`config.mk`:
```
export PLATFORM = sky130hd
export DESIGN_NAME = multi_clk_gen
export DESIGN_NICKNAME = d
export VERILOG_FILES = /design/src/rtl/multi_clk_gen.sv
export SDC_FILE = /design/constraint.sdc
export NUM_CORES = 1
export LEC_CHECK = 0
export CORE_ASPECT_RATIO = 0.9
export CORE_MARGIN = 4
export CORE_UTILIZATION = 30
export DETAILED_ROUTE_END_ITERATION = 16
export PLACE_DENSITY = 0.54
export RECOVER_POWER = 25
export SKIP_CTS_REPAIR_TIMING = 1
export SLEW_MARGIN = 10
export SYNTH_ARGS = -nofsm -noshare
export SYNTH_HDL_FRONTEND = slang
export SYNTH_SLANG_ARGS = --single-unit
```
`constraint.sdc`:
```
create_clock -name clk -period 31.1 [get_ports clk]
set_input_delay 7.775 -clock clk [delete_from_list [all_inputs] [get_ports clk]]
set_output_delay 7.775 -clock clk [all_outputs]
set_load 0.01 [all_outputs]
```
`src/rtl/multi_clk_gen.sv`:
```
// Multi-channel registered clock/pulse generator; each channel is free-running or a counted burst.
// Latency: enable/start/sync sampled at edge k show on clk_o/busy after edge k+1; done aligns with busy falling.
// Backpressure: none; start is ignored while a channel runs, and enable/burst ends always finish the current period.
module multi_clk_gen #(
    parameter int CHANNELS     = 4,
    parameter int COUNTER_BITS = 16,
    parameter int PULSE_BITS   = 16
) (
    input  logic                             clk,
    input  logic                             reset,
    input  logic [CHANNELS-1:0]              enable,
    input  logic [CHANNELS-1:0]              mode,
    input  logic [CHANNELS-1:0]              start,
    input  logic                             sync,
    input  logic [CHANNELS*COUNTER_BITS-1:0] divider,
    input  logic [CHANNELS*COUNTER_BITS-1:0] high_time,
    input  logic [CHANNELS*PULSE_BITS-1:0]   pulse,
    output logic [CHANNELS-1:0]              clk_o,
    output logic [CHANNELS-1:0]              busy,
    output logic [CHANNELS-1:0]              done
);

    localparam logic [0:0] ST_IDLE = 1'b0;
    localparam logic [0:0] ST_RUN  = 1'b1;

    localparam logic [COUNTER_BITS-1:0] CNT_ONE = COUNTER_BITS'(1);
    localparam logic [COUNTER_BITS-1:0] CNT_TWO = COUNTER_BITS'(2);
    localparam logic [PULSE_BITS-1:0]   REM_ONE = PULSE_BITS'(1);

    genvar g;
    generate
        for (g = 0; g < CHANNELS; g++) begin : g_ch
            logic [COUNTER_BITS-1:0] div_in;
            logic [COUNTER_BITS-1:0] hi_in;
            logic [PULSE_BITS-1:0]   pulse_in;
            logic [COUNTER_BITS-1:0] d_clamp;
            logic [COUNTER_BITS-1:0] h_clamp;

            logic [0:0]              state_q;
            logic [COUNTER_BITS-1:0] cnt_q;
            logic [COUNTER_BITS-1:0] d_q;
            logic [COUNTER_BITS-1:0] h_q;
            logic                    mode_q;
            logic [PULSE_BITS-1:0]   rem_q;
            logic                    fin_q;

            logic                    clk_q;
            logic                    busy_q;
            logic                    done_q;

            logic                    go;
            logic                    wrap;
            logic                    stop;

            assign div_in   = divider[g*COUNTER_BITS +: COUNTER_BITS];
            assign hi_in    = high_time[g*COUNTER_BITS +: COUNTER_BITS];
            assign pulse_in = pulse[g*PULSE_BITS +: PULSE_BITS];

            // Clamp so the output always toggles: period >= 2, high time within 1..D-1.
            assign d_clamp = (div_in < CNT_TWO) ? CNT_TWO : div_in;
            assign h_clamp = (hi_in == '0)      ? CNT_ONE :
                             (hi_in >= d_clamp) ? (d_clamp - CNT_ONE) : hi_in;

            // A zero-length burst request is dropped here so it never reaches RUN or done.
            assign go   = mode[g] ? (start[g] && (pulse_in != '0)) : enable[g];
            assign wrap = (cnt_q == (d_q - CNT_ONE));
            assign stop = mode_q ? (rem_q == REM_ONE) : ~enable[g];

            // Channel sequencer: period counter, config latch at start/wrap, burst countdown, sync restart.
            always_ff @(posedge clk or posedge reset) begin
                if (reset) begin
                    state_q <= ST_IDLE;
                    cnt_q   <= '0;
                    d_q     <= '0;
                    h_q     <= '0;
                    mode_q  <= 1'b0;
                    rem_q   <= '0;
                    fin_q   <= 1'b0;
                end else begin
                    fin_q <= 1'b0;
                    case (state_q)
                        ST_IDLE: begin
                            cnt_q <= '0;
                            if (go) begin
                                state_q <= ST_RUN;
                                d_q     <= d_clamp;
                                h_q     <= h_clamp;
                                mode_q  <= mode[g];
                                rem_q   <= mode[g] ? pulse_in : '0;
                            end
                        end
                        default: begin
                            // The wrap wins over sync; sync alone restarts without touching rem.
                            if (wrap) begin
                                cnt_q <= '0;
                                if (stop) begin
                                    state_q <= ST_IDLE;
                                    fin_q   <= mode_q;
                                end else begin
                                    d_q <= d_clamp;
                                    h_q <= h_clamp;
                                    if (mode_q) begin
                                        rem_q <= rem_q - REM_ONE;
                                    end
                                end
                            end else if (sync) begin
                                cnt_q <= '0;
                            end else begin
                                cnt_q <= cnt_q + CNT_ONE;
                            end
                        end
                    endcase
                end
            end

            // Output flops: one stage behind the counter, so every output is a clean register.
            always_ff @(posedge clk or posedge reset) begin
                if (reset) begin
                    clk_q  <= 1'b0;
                    busy_q <= 1'b0;
                    done_q <= 1'b0;
                end else begin
                    clk_q  <= (state_q == ST_RUN) && (cnt_q < h_q);
                    busy_q <= (state_q == ST_RUN);
                    done_q <= fin_q;
                end
            end

            assign clk_o[g] = clk_q;
            assign busy[g]  = busy_q;
            assign done[g]  = done_q;
        end
    endgenerate

endmodule

```
# == Yosys cells after proc, flatten, opt, wreduce, memory -nomap -nowiden ==
# Index checks and enable logic that the tools add are counted.
# totals
register_bits,280
input_bits,207
out_inout_bits,12
elab_cells,244
# classes
n_addsub,16
magnitude_cmp,12
n_eq_ne,20
muxes,116
n_bitwise,8
reduce_logical,32
# ops
op,n
16-bit two-way mux,80
"16-bit by 1-bit subtractor with 16-bit output, second input constant",12
"16-bit by 1-bit adder with 16-bit output, second input constant",4
"16-bit by 1-bit == test with 1-bit output, second input constant",4
16-bit == test,4
16-bit >= comparator,4
16-bit logical NOT,4
16-bit < comparator,4
"16-bit by 2-bit < comparator with 1-bit output, second input constant",4
16-bit nonzero test,4
1-bit two-way mux,36
"2-bit by 1-bit inequality test with 1-bit output, second input constant",8
4-bit AND reduction,4
3-bit AND reduction,4
1-bit logical AND,8
"2-bit inequality test, second input constant",4
1-bit NOT,8
2-bit AND reduction,4
2-bit nonzero test,4

# == Depth between registers and ports, before layout ==
# logic_depth
word_depth,8
mapped_depth,16
ltp_nobuf,14

# == Worst setup path after synthesis ==
# Ideal clock, no wire load.
# synth_timing
path_kind,input to register
startpoint,in divider[54]
endpoint,reg g_ch[3].h_q[10]
setup_time_ps,133
arrival_time_ps,11595
required_ps,30967
setup_slack_ps,19372
cell_stages,16
path_buffers,2
cell_sequence,or4_1 or4_1 nand3b_1 nand2_1 inv_1 ha_1 nand2b_1 a21o_1 a211oi_1 o21bai_1 a2111oi_0 o21a_1 clkbuf_1 clkbuf_1 mux2i_1 o21ai_0
# synth_between
elab_chain_len,8
elab_cells_between_ends,10
classes_between,1 x add/sub; 2 x order compare; 7 x mux
# synth_lines
element,line,rtl
"start, declared",15,"input logic [CHANNELS*COUNTER_BITS-1:0] divider,"
16-bit by 2-bit < comparator with 1-bit output *,60,assign d_clamp = (div_in < CNT_TWO) ? CNT_TWO : div_in;
16-bit two-way mux *,60,
via g_ch[3].d_clamp[0],36,logic [COUNTER_BITS-1:0] d_clamp;
16-bit by 1-bit subtractor with 16-bit output or 16-bit >= comparator (tied branches),62,(hi_in >= d_clamp) ? (d_clamp - CNT_ONE) : hi_in;
16-bit two-way mux *,62,
16-bit two-way mux *,61,assign h_clamp = (hi_in == '0) ? CNT_ONE :
16-bit two-way mux,96,if (stop) begin
16-bit two-way mux,94,if (wrap) begin
16-bit two-way mux *,81,case (state_q)
"end signal, assigned",87,h_q <= h_clamp;
"end signal, assigned",101,h_q <= h_clamp;
"end, declared",42,logic [COUNTER_BITS-1:0] h_q;
# Mark *: on every way through the listed nets, which the timed path passes. The rest lies on a longest branch. The select of a mux whose other input is x is not followed.
# A chain may end at the register's enable or synchronous reset.

==> implementation parameters <==
Parameter                              Value

Route
  Number of antenna-violating nets in the routed design ... 0
  Total via count after detailed routing ... 18.0k
  Number of remaining DRC errors ... 0
  Routed Wire Length ... 58,000 um
  Routed vias/inst ... 5.26
  DR iter-0 viols ... 1,173
  Average routed wire per standard cell ... 17.0 um
  First-pass detailed-route iteration total ... 5

Critical path
  Origin of the worst setup path ... reset
  CP endpoint kind ... asynchronous set/reset pin
  Cell depth of the worst setup path ... 4
  Crit Path Category ... in -> async
  Slowest stage delay, CP ... 2440 ps
  Endpoint of the worst setup timing path ... g_ch[2].h_q[5]
  Reg-to-reg endpoint ... g_ch[0].rem_q[1]
  Cell with the most instances on the worst path ... sky130_fd_sc_hd__buf_4
  Minimum setup slack among reg-to-reg paths ... 26,300 ps
  Max stage delay cell, worst path ... sky130_fd_sc_hd__clkinvlp_2
  Data arrival time of the worst path ... 12,570 ps
  Gate family responsible for the most delay along the worst path ... buffers and inverters
  Crit path cell chain ... dlygate4sd3_1 > clkinvlp_2 > buf_4 > buf_4
  Critical path data required time ... 31,710 ps
  Largest fanout on the critical path ... 97
  Source of the worst register-to-register timing path ... g_ch[0].d_q[2]
  CP startpoint kind ... input port
  Number of cells on the worst reg-to-reg path ... 9
  CP Buf/Inv Count ... 4

Global route
  Number of antenna violations at the first check in global routing ... 9
  Total routing usage reported by global routing ... 15.5%
  Wire length of the first global-routing pass ... 94,900 um
  Pin count of the biggest net entering global routing ... 98
  Vias in the first global route ... 17.7k
  GRT Residual Overflow ... 0

Floorplan
  Area of the die ... 0.0724 mm^2
  Die Y-Extent ... 256 um
  I/O pin count ... 219
  Chip Width ... 283 um
  Placeable Area ... 0.0672 mm^2
  Rows ... 90
  Starting density of the core ... 30.4%

Synth
  Avg Inst Size Synth ... 8.71 um^2
  Proportion of register bits with asynchronous set or reset after synthesis ... 100%
  Warnings from Yosys ... 0
  Most instantiated library cell after synthesis ... sky130_fd_sc_hd__dfrtp_1
  Number of instances in the synthesized netlist ... 2,346
  Distinct cell type count after synthesis ... 86
  Fraction of the yosys area taken by sequential cells ... 34.3%
  Cells taking the most area after synthesis ... sky130_fd_sc_hd__dfrtp_1 (34%), sky130_fd_sc_hd__ha_1 (8.8%), sky130_fd_sc_hd__xnor2_1 (4.9%)
  Cell type contributing the most total cell area after synthesis ... sky130_fd_sc_hd__dfrtp_1
  Top cells by instance count after synthesis ... sky130_fd_sc_hd__dfrtp_1 (280), sky130_fd_sc_hd__nand2_1 (199), sky130_fd_sc_hd__inv_1 (183)
  Most common flop cell mapped by yosys ... sky130_fd_sc_hd__dfrtp_1
  EDFF count, synth ... 0
  Area share of the leading cell type in the synthesized netlist ... 34.3%
  Yosys reg bits ... 280
  Syn_nets ... 2,697
  Synth Cell Area ... 0.0204 mm^2

STA
  RSZ-0062 raised after global routing ... false
  Total count of hold-check failures in the final report ... 0
  Pins over their slew limit ... 197
  Hold slack ... 349 ps
  Total negative setup slack ... 0 ps
  Final worst path period share ... 38.5%
  Transition time of the tightest slew-check pin ... 4370 ps
  Achievable frequency ... 83.6 MHz
  Count of final setup violators ... 0
  Final Skew ... 21.7 ps
  Crit path time final ... 11,960 ps
  Max transition margin ... -193%

Layout
  Final Instance Count excl. Fillers ... 3,412
  Area growth from synthesis to final layout ... 20.5%
  Final net count ... 2,862
  Ratio of cells with drive above 1 in the final layout ... 6.58%

Clock network
  Worst-path clk slew ... 60 ps
  Source-to-sink clock delay at the later pin of the worst-skew pair ... 560 ps
  Maximum buffer depth of the clock tree ... 3
  Number of sinks on the clock net ... 280
  CTS Buf Count ... 36
  Library cell used as clock root buffer ... sky130_fd_sc_hd__clkbuf_16
  TritonCTS clock tree ... yes
  H-tree depth ... 2

Outcome
  Violated checks ... max-capacitance violations, max-slew violations
  Outcome ... complete, but fails checks

Min path
  Hold WC Path Type ... reg -> reg

Run
  Count of max-cap constraint violations ... 3

Placement
  Number of placed cells counting well taps ... 3,347
  Input/output buffers ... 218
  Dpl hpwl ... 44,000 um
  Final RePlAce weighted congestion ... 0.873

Power and ir drop
  Leak ... 10.5 nW
  Max rail drop VDD ... 0.0288 mV
  Total power density per cell area ... 52.3 mW/mm^2
-- power by group --
part           internal, mW  total [mW]  switching, mW
combinational         0.162       0.348          0.185
clock                 0.266       0.437          0.171
sequential            0.430       0.503         0.0733
total                 0.858        1.29          0.430
-- cells in the final DEF, fill, tap and decap left out, types with 20 or more instances in the layout --
| cell | Yosys | routed |
|---|---|---|
| sky130_fd_sc_hd__mux2_2 | 26 | 26 |
| sky130_fd_sc_hd__mux2i_1 | 44 | 44 |
| sky130_fd_sc_hd__a21oi_1 | 109 | 109 |
| sky130_fd_sc_hd__clkbuf_16 | 0 | 36 |
| sky130_fd_sc_hd__o211ai_1 | 20 | 20 |
| sky130_fd_sc_hd__a211oi_1 | 30 | 27 |
| sky130_fd_sc_hd__ha_1 | 144 | 144 |
| sky130_fd_sc_hd__nand4_1 | 34 | 34 |
| sky130_fd_sc_hd__a21o_1 | 32 | 32 |
| sky130_fd_sc_hd__xor2_1 | 59 | 59 |
| sky130_fd_sc_hd__clkdlybuf4s50_1 | 0 | 213 |
| sky130_fd_sc_hd__nor4_1 | 75 | 74 |
| sky130_fd_sc_hd__and3_1 | 30 | 30 |
| sky130_fd_sc_hd__nor3_1 | 94 | 94 |
| sky130_fd_sc_hd__dfrtp_1 | 280 | 280 |
| sky130_fd_sc_hd__nand3_1 | 90 | 90 |
| sky130_fd_sc_hd__nor2_1 | 169 | 169 |
| sky130_fd_sc_hd__xnor2_1 | 115 | 115 |
| sky130_fd_sc_hd__o21ai_0 | 127 | 127 |
| sky130_fd_sc_hd__nor2b_1 | 24 | 24 |
| sky130_fd_sc_hd__or3_1 | 23 | 23 |
| sky130_fd_sc_hd__o31ai_1 | 22 | 22 |
| sky130_fd_sc_hd__inv_1 | 183 | 182 |
| sky130_fd_sc_hd__mux2_4 | 22 | 22 |
| sky130_fd_sc_hd__or4_1 | 21 | 21 |
| sky130_fd_sc_hd__nand2_1 | 199 | 199 |
-- flip-flops by register name (all words and copies together), names as in the netlist, 64 cells and up --
register / count
g_ch.cnt_q: 64
g_ch.d_q: 64
g_ch.h_q: 64
g_ch.rem_q: 64
-- metal layers --
| layer | vias to the layer above | GRT usage (%) | wire length (um) |
|---|---|---|---|
| li1 | 8832 | - | - |
| met1 | 8618 | 22.3 | 28100 |
| met2 | 422 | 23.9 | 25600 |
| met3 | 82 | 3.37 | 3250 |
| met4 | 8 | 3.70 | 1050 |
| met5 | - | 0 | 54 |
-- cells by family after synthesis --
family          after synthesis  synth area share [%]
fa+ha+maj                   144                  8.82
mux                          92                  5.20
xor+xnor                    175                  7.57
simple gates                872                  22.3
compound gates              493                  16.1
buf+inv                     290                  5.82
flops                       280                  34.3
-- worst min path at each step --
stage / start / endpoint / slack [ps] / cells past startpoint
final: g_ch[2].fin_q / g_ch[2].done_q / 350 / 0
after global routing: g_ch[2].fin_q / g_ch[2].done_q / 350 / 0
after CTS: g_ch[2].fin_q / g_ch[2].done_q / 350 / 0
after detailed placement: g_ch[2].fin_q / g_ch[2].done_q / 340 / 0
after global placement: g_ch[2].fin_q / g_ch[2].done_q / 340 / 0
after floorplan: g_ch[0].fin_q / g_ch[0].done_q / 330 / 0
-- through the flow --
step | power (mW) | util, % | setup WS [ps] | area (um^2)
2_1_floorplan | 0.737 | - | 15600 | 20400
3_3_place_gp | 0.844 | 34.8 | 18760 | 23400
3_5_place_dp | 0.857 | 34.8 | 18710 | 23400
4_1_cts | 1.31 | 36.7 | 19310 | 24700
5_1_grt | 1.38 | 36.6 | 18070 | 24600
6_report | 1.29 | 36.6 | 19140 | 24600
-- layout make-up --
| class | count | area (um^2) |
|---|---|---|
| Fill cell | 6804 | 42600 |
| Tap cell | 874 | 1090 |
| Timing Repair Buffer | 233 | 2280 |
| Inverter | 184 | 692 |
| Sequential cell | 280 | 7010 |
| Clock buffer | 52 | 1070 |
| Multi-Input combinational cell | 1776 | 12300 |
| Antenna cell | 1 | 2.50 |
| Clock inverter | 12 | 169 |
No activity file was read; power rests on OpenSTA's default activity.
